**src/rtl/conv_pkg.sv**
```systemverilog
// Shared constants and types for the 5-tap convolution engine.
package conv_pkg;

    localparam int DEF_DATA_W     = 8;
    localparam int DEF_COEF_W     = 8;
    localparam int DEF_ACC_W      = 20;
    localparam int DEF_BANK_DEPTH = 11520;
    localparam int NUM_TAPS       = 5;
    localparam int ADDR_W         = 14;

    // Word offset of bank k in the input BRAM address space (k * DEF_BANK_DEPTH).
    localparam logic [NUM_TAPS-1:0][16:0] BANK_BASE = {
        17'd46080, 17'd34560, 17'd23040, 17'd11520, 17'd0
    };

    typedef enum logic [1:0] {
        ST_IDLE  = 2'd0,
        ST_RUN   = 2'd1,
        ST_DRAIN = 2'd2,
        ST_DONE  = 2'd3
    } state_e;

endpackage

```
**src/rtl/conv_round_sat.sv**
```systemverilog
// Round-half-up, arithmetic right shift and clamp of a signed accumulator
// into an unsigned pixel. Purely combinational.
module conv_round_sat #(
    parameter int ACC_W  = 20,
    parameter int DATA_W = 8,
    parameter int SHIFT  = 4
) (
    input  logic [ACC_W-1:0]  acc_i,
    output logic [DATA_W-1:0] pix_o
);

    // One extra bit so adding the rounding constant can never wrap.
    localparam int                  RS   = (SHIFT > 0) ? SHIFT - 1 : 0;
    localparam logic signed [ACC_W:0] RND  = (SHIFT > 0) ? ((ACC_W+1)'(1) << RS) : '0;
    localparam logic signed [ACC_W:0] MAXV = (ACC_W+1)'((1 << DATA_W) - 1);

    logic signed [ACC_W:0] ext;
    logic signed [ACC_W:0] rnd;
    logic signed [ACC_W:0] shf;

    assign ext = (ACC_W+1)'($signed(acc_i));
    assign rnd = ext + RND;
    assign shf = rnd >>> SHIFT;

    // Clamp the scaled value into the unsigned pixel range.
    always_comb begin
        if (shf < 0)
            pix_o = '0;
        else if (shf > MAXV)
            pix_o = '1;
        else
            pix_o = shf[DATA_W-1:0];
    end

endmodule

```
**src/rtl/conv_tap5_engine.sv**
```systemverilog
// Frame-level 5-tap convolution engine: steps the bank address counter once
// per pixel, multiplies the 5 returned words by the tap coefficients, sums,
// rounds/saturates, and writes one result pixel per index.
module conv_tap5_engine
    import conv_pkg::*;
#(
    parameter int DATA_W     = DEF_DATA_W,
    parameter int COEF_W     = DEF_COEF_W,
    parameter int ACC_W      = DEF_ACC_W,
    parameter int SHIFT      = 4,
    parameter int BANK_DEPTH = DEF_BANK_DEPTH,
    parameter int RD_LAT     = 1
) (
    input  logic              clk,
    input  logic              reset,
    input  logic              start,
    output logic              busy,
    output logic              done,
    output logic              step,
    output logic              rd_en,
    input  logic [DATA_W-1:0] d1,
    input  logic [DATA_W-1:0] d2,
    input  logic [DATA_W-1:0] d3,
    input  logic [DATA_W-1:0] d4,
    input  logic [DATA_W-1:0] d5,
    input  logic              coef_we,
    input  logic [2:0]        coef_sel,
    input  logic [COEF_W-1:0] coef_data,
    output logic              out_wr_en,
    output logic [ADDR_W-1:0] out_addr,
    output logic [DATA_W-1:0] out_data
);

    // Stage k of vld_q is set k clocks after rd_en; data arrives at RD_LAT,
    // then S1 (products), S2 (sum), S3 (output register).
    localparam int STAGES = RD_LAT + 3;
    localparam int PROD_W = DATA_W + COEF_W + 1;

    state_e                               state_q, state_d;
    logic [ADDR_W-1:0]                    idx_q, idx_d;
    logic [NUM_TAPS-1:0][COEF_W-1:0]      coef_q, coef_d;
    logic [STAGES:1]                      vld_q, vld_d;
    logic [STAGES-1:1][ADDR_W-1:0]        ipipe_q, ipipe_d;
    logic [NUM_TAPS-1:0][PROD_W-1:0]      prod_q, prod_d;
    logic [ACC_W-1:0]                     sum_q, sum_d;
    logic [DATA_W-1:0]                    out_data_q, out_data_d;
    logic [ADDR_W-1:0]                    out_addr_q, out_addr_d;
    logic [NUM_TAPS-1:0][DATA_W-1:0]      d_arr;
    logic [DATA_W-1:0]                    sat_pix;

    assign d_arr = {d5, d4, d3, d2, d1};

    // Next-state logic: one full frame per accepted start, drain, pulse done.
    always_comb begin
        state_d = state_q;
        unique case (state_q)
            ST_IDLE:  if (start) state_d = ST_RUN;
            ST_RUN:   if (idx_q == ADDR_W'(BANK_DEPTH - 1)) state_d = ST_DRAIN;
            // Leave once nothing older than the output stage is in flight,
            // so done lands the cycle after the final write.
            ST_DRAIN: if (vld_q[STAGES-1:1] == '0) state_d = ST_DONE;
            ST_DONE:  state_d = ST_IDLE;
            default:  state_d = ST_IDLE;
        endcase
    end

    // FSM outputs decoded from the current state.
    always_comb begin
        step  = (state_q == ST_RUN);
        rd_en = (state_q == ST_RUN);
        busy  = (state_q != ST_IDLE);
        done  = (state_q == ST_DONE);
    end

    // Issue index and coefficient bank; coefficients only change while idle.
    always_comb begin
        idx_d  = idx_q;
        coef_d = coef_q;
        if (state_q == ST_IDLE)
            idx_d = '0;
        else if (state_q == ST_RUN)
            idx_d = idx_q + 1'b1;
        if (state_q == ST_IDLE && coef_we) begin
            for (int k = 0; k < NUM_TAPS; k++)
                if (coef_sel == 3'(k)) coef_d[k] = coef_data;
        end
    end

    // Datapath: valid/index delay line, products, sum, registered result.
    always_comb begin
        vld_d = {vld_q[STAGES-1:1], rd_en};
        ipipe_d = ipipe_q;
        ipipe_d[1] = idx_q;
        for (int k = 2; k < STAGES; k++)
            ipipe_d[k] = ipipe_q[k-1];
        // Zero-extended pixel times sign-extended coef; low PROD_W bits
        // of the product are exact for this signed/unsigned mix.
        for (int k = 0; k < NUM_TAPS; k++)
            prod_d[k] = PROD_W'(d_arr[k]) * PROD_W'($signed(coef_q[k]));
        sum_d = '0;
        for (int k = 0; k < NUM_TAPS; k++)
            sum_d = sum_d + ACC_W'($signed(prod_q[k]));
        out_data_d = out_data_q;
        out_addr_d = out_addr_q;
        if (vld_q[STAGES-1]) begin
            out_data_d = sat_pix;
            out_addr_d = ipipe_q[STAGES-1];
        end
    end

    conv_round_sat #(
        .ACC_W  (ACC_W),
        .DATA_W (DATA_W),
        .SHIFT  (SHIFT)
    ) u_round_sat (
        .acc_i (sum_q),
        .pix_o (sat_pix)
    );

    // State registers; reset clears everything and aborts any frame.
    always_ff @(posedge clk) begin
        if (reset) begin
            state_q    <= ST_IDLE;
            idx_q      <= '0;
            coef_q     <= '0;
            vld_q      <= '0;
            ipipe_q    <= '0;
            prod_q     <= '0;
            sum_q      <= '0;
            out_data_q <= '0;
            out_addr_q <= '0;
        end else begin
            state_q    <= state_d;
            idx_q      <= idx_d;
            coef_q     <= coef_d;
            vld_q      <= vld_d;
            ipipe_q    <= ipipe_d;
            prod_q     <= prod_d;
            sum_q      <= sum_d;
            out_data_q <= out_data_d;
            out_addr_q <= out_addr_d;
        end
    end

    assign out_wr_en = vld_q[STAGES];
    assign out_data  = out_data_q;
    assign out_addr  = out_addr_q;

endmodule
```
**config.mk**
```make
export PLATFORM = sky130hd
export DESIGN_NAME = conv_tap5_engine
export DESIGN_NICKNAME = d
export VERILOG_FILES = /design/src/rtl/conv_pkg.sv /design/src/rtl/conv_round_sat.sv /design/src/rtl/conv_tap5_engine.sv
export SDC_FILE = /design/constraint.sdc
export NUM_CORES = 1
export LEC_CHECK = 0
export ABC_AREA = 1
export CORE_ASPECT_RATIO = 0.9
export CORE_MARGIN = 2
export CORE_UTILIZATION = 45
export DETAILED_ROUTE_END_ITERATION = 8
export GPL_TIMING_DRIVEN = 0
export PLACE_DENSITY = 0.7
export SYNTH_ARGS = -nofsm -noshare
export SYNTH_HDL_FRONTEND = slang
export SYNTH_HIERARCHICAL = 1
export SYNTH_SLANG_ARGS = --single-unit
```
**constraint.sdc**
```tcl
create_clock -name clk -period 6 [get_ports clk]
set_input_delay 1.2 -clock clk [delete_from_list [all_inputs] [get_ports clk]]
set_output_delay 1.2 -clock clk [all_outputs]
set_load 0.1 [all_outputs]
```
# Word-level counts from Yosys, hierarchy flattened
# Cells that the tools add are included.
word_totals:
  regBits: 229
  latch_bits: 0
  ram_bits: 0
  mem_bits_ro: 0
  input_bits: 55
  out_inout_bits: 27
  word_cells: 61
  mem_count: 0
classes:
  addsub: 6
  multipliers: 5
  div: 0
  magnitude_cmp: 2
  n_eq_ne: 11
  n_shift: 0
  n_mux: 6
  bitwise_logic: 0
  n_reduce_logical: 12
ops:
  columns: ["op", "count"]
  rows:
  - ["multiplier 9 x 8 -> 17 bit", 5]
  - ["adder 20 x 5 -> 21 bit (second input constant)", 1]
  - ["adder 19 x 17 -> 20 bit", 1]
  - ["adder 20 bit", 1]
  - ["adder 18 x 17 -> 19 bit", 1]
  - ["adder 17 x 17 -> 18 bit", 1]
  - ["greater-than comparator 17 x 9 -> 1 bit (second input constant)", 1]
  - ["< comparator 17 x 1 -> 1 bit (second input constant)", 1]
  - ["two-way mux 8 bit", 2]
  - ["adder 14 x 1 -> 14 bit (second input constant)", 1]
  - ["== test 14 bit (second input constant)", 1]
  - ["AND reduction 2 bit", 5]
  - ["case mux 2 bit (4 select lines)", 1]
  - ["== test 3 x 2 -> 1 bit (second input constant)", 2]
  - ["logical NOT 3 bit", 2]
  - ["two-way mux 2 bit", 3]
  - ["== test 2 bit (second input constant)", 2]
  - ["inequality test 2 bit (second input constant)", 2]
  - ["== test 3 x 1 -> 1 bit (second input constant)", 1]
  - ["== test 3 bit (second input constant)", 1]
  - ["AND reduction 3 bit", 1]
  - ["== test 2 x 1 -> 1 bit (second input constant)", 1]
  - ["logical NOT 2 bit", 1]
  - ["inequality test 2 x 1 -> 1 bit (second input constant)", 1]
  - ["other kinds (3)", 3]

# Logic depth before layout (Yosys ltp)
logic_depth:
  word_depth: 4
  ltp_mapped: 22
  depth_no_buf: 21

# Cells and area by module
# The synthesis kept the hierarchy.
modules_own_cells:
  columns: ["mod", "instances", "cells_per_inst", "area_per_inst_um2", "seq_area_each_um2"]
  rows:
  - ["conv_tap5_engine", 1, 2878, 21338.0, 4584.4]
  - ["conv_round_sat", 1, 102, 540.5, 0.0]

# Least setup slack after synthesis
# OpenSTA, ideal clock, no wires.
synth_timing:
  kind: "in2reg"
  start: "in d4[0]"
  end: "reg prod_q[63] (netlist bit)"
  setup_ns: 0.113
  arrival_time_ns: 4.821
  required_ns: 5.887
  slack_ns: 1.067
  path_stages: 16
  path_buffers: 1
  cell_sequence: "clkbuf_1 > or2_2 > fa_1 > fa_1 > inv_1 > fa_1 > inv_1 > fa_1 > inv_1 > ha_1 > a21oi_1 > nand2_1 > a31oi_1 > nand2_1 > nand2_1 > nor2_1"
synth_between:
  elab_chain_len: 1
synth_rtl:
  columns: ["element", "line_no", "rtl"]
  rows:
  - ["start, declared", "conv_tap5_engine.sv:24", "input logic [DATA_W-1:0] d4,"]
  - ["multiplier 9 x 8 -> 17 bit", "conv_tap5_engine.sv:99", "prod_d[k] = PROD_W'(d_arr[k]) * PROD_W'($signed(coef_q[k]));"]
  - ["end signal, assigned", "conv_tap5_engine.sv:138", "prod_q <= prod_d;"]
  - ["end, declared", "conv_tap5_engine.sv:44", "logic [NUM_TAPS-1:0][PROD_W-1:0] prod_q, prod_d;"]
# Every way passes these cells.
# A chain may end at the register's enable or synchronous reset.

# Worst setup path after layout
layout_timing:
  start: "in d1[0]"
  end: "reg prod_q[16] (netlist bit)"
layout_between:
  elab_chain_len: 1
layout_rtl:
  columns: ["element", "line_no", "rtl"]
  rows:
  - ["start, declared", "conv_tap5_engine.sv:21", "input logic [DATA_W-1:0] d1,"]
  - ["multiplier 9 x 8 -> 17 bit", "conv_tap5_engine.sv:99", null]
# Every way passes these cells.

==> results.md <==
- Multi-input gate area: between 10000 and 15000 um^2
- Drt pass-1 iters: 7
- Reg2reg start: coef_q[31]
- PortBufs: between 40 and 50
- HPWL Detailed: slightly above 40000 um
- Drt total wl: ~50000 um
- Final cell count without fillers: between 3000 and 4000
- Critical path endpoint category: flip-flop
- Die Height: ~210 um
- Number of fill cells: about 4700
- Largest net degree at the start of global routing: 14
- CTS Hold Buffers Added: 0
- Commonest non-fill, non-tap cells in the layout: inv_1 (803), nand2_1 (539), nor2_1 (343), ha_1 (241), fa_1 (238)
- Unrepaired setup endpoints after global routing: false
- GRT overflow: 0
- P_leak: 13.5 nW
- Final setup vio count: 0
- Clock transition at path regs: about 60 ps
- Post-cts sizing count: 0
- Ratio of cells with drive above 1 in the final layout: approximately 4.8%
- Rel. slew slack: just under 30%
- Syn_area_per_cell: between 7 and 8 um^2
- Die X-Extent: around 240 um
- Commonest non-fill, non-tap cell in the layout: inv_1
- Post-route DRC violation count: 0
- Cells after synthesis: roughly 3000
- Highest clock rate: ~200 MHz
- Net Count, Synth: between 3000 and 4000
- Starting density of the core: between 40% and 50%
- Pwr per Cell Area: slightly above 200 nW/um^2
- Clock sinks: between 200 and 250
- Worst Hold Class: flip-flop to flip-flop
- Setup repair bufs after CTS: 0
- Reg2reg setup slack: between 1000 and 1500 ps
- I/O pin count: 82
- Status: complete, no violations
- Maximum vdd drop: 0.179 mV
- Area Growth Syn to Fin: 9.75%
- Num CTS Buffers: 26
- WL/cell: between 10 and 15 um
- Gp weighted congestion: roughly 0.89
- Worst Setup EP: prod_q[16]
- Final Critical Period: around 5000 ps
- Synth warnings: 6
- Worst-skew pair later-pin latency: around 550 ps
- Worst R2R End: prod_q[67]
- Initial antenna violation count: 0
- Vias/cell: around 4.7
- Critical-path maximum fanout: 7
- Final Hold Vio Count: 0
- Fin Hold WS: around 400 ps
- First-pass GRT wire length: roughly 84000 um
- Synthesized cell area: about 22000 um^2
- Critical path class: primary input to flip-flop
- Htree depth: 1
- Final worst-path cycle share: between 80% and 90%
- Reg2reg path depth: 17
- Worst setup path start: d1[0]
- # Max-Cap Violations: 0
- Slew @ Worst Pin: 1060 ps
- Core Box Area: 47800 um^2
- Startpoint Class: primary input
- # nets final: around 3600
- Vias in the first global route: between 15000 and 20000
- Tot GR Track Use: a little over 20%
- FP Rows: 76
- Critical path data required time: approximately 6500 ps
- Max Root-Sink Buffers: 3
- Layout Skew: between 9 and 10 ps
- Post-placement cell count: 3638
- CTS root buf: clkbuf_16
- Slew Limit Fails: 0
- Total die area: ~50000 um^2
- Setup_tns: 0 ps
- Antenna Nets Post-Route: 0
- Vias post-DR: around 17000
- WP data arrival: approximately 5600 ps
- Ant diodes: 0
- TritonCTS clock tree: yes
- Initial DRC Count: approximately 1100
- FF/Latch Area: approximately 4500 um^2
## registers in the layout, indices dropped and copies added, names as in the netlist
signal    cells
prod_q       85
coef_q       40
ipipe_d      28
sum_q        17
idx_q        14
ipipe_q      14
out_addr     14
out_data      8
vld_q         4
state_q       2
## metrics by stage
stage | instance area (um^2) | total power [W] | setup WS [ps] | utilization [%]
3_3_place_gp | 23000 | 0.00317 | 358 | 48.1
5_1_grt | 23900 | 0.00516 | 657 | 50.0
4_1_cts | 23900 | 0.00489 | 917 | 50.0
2_1_floorplan | 21800 | 0.00278 | 1070 | -
6_report | 23900 | 0.00485 | 875 | 50.0
3_5_place_dp | 23000 | 0.00319 | 345 | 48.1
## worst min path at each step
stage	cells past startpoint	endpoint	startpoint
finish	2	ipipe_q[38]	ipipe_d[38]
global route	2	ipipe_q[41]	ipipe_d[41]
CTS	2	ipipe_q[38]	ipipe_d[38]
detailed placement	2	ipipe_q[38]	ipipe_d[38]
global placement	2	ipipe_d[29]	ipipe_d[15]
floorplan	2	ipipe_d[28]	ipipe_d[14]
## routing by layer
layer  part of all wire, %  track usage [%]  wire (um)  vias up
met5                     0                0          0        -
met4                   2.4             5.25       1200        0
met2                    45             34.4      22400      382
met3                   4.7             2.33       2350       65
met1                    48             28.5      23700     8040
li1                      -                -          -     8882
## cell type report
cell class                      count  share of cell area, %
Sequential cell                   226                   18.9
Timing Repair Buffer               42                   1.76
Inverter                          818                   12.9
Clock inverter                     15                  0.863
Clock buffer                       33                   3.00
Buffer                            105                   1.93
Tap cell                          624                   3.26
Multi-Input combinational cell   1823                   57.4
## critical path, cell delays in order
cell	delay, ps
clkdlybuf4s50_1	570
inv_1	200
nand2_1	100
fa_1	510
fa_1	540
inv_1	60
fa_1	530
inv_1	60
fa_1	530
inv_1	40
ha_1	360
a21oi_1	240
nand2_1	150
nand4_1	120
nand3_1	90
nand2_1	70
nand2_1	40
nor2_1	170
## where the power goes
part	internal (W)	switching, W
Combinational	0.000484	0.00100
Sequential	0.00161	0.0000627
Clock	0.00102	0.000673
Total	0.00311	0.00174
(Power assumes the default switching activity.)
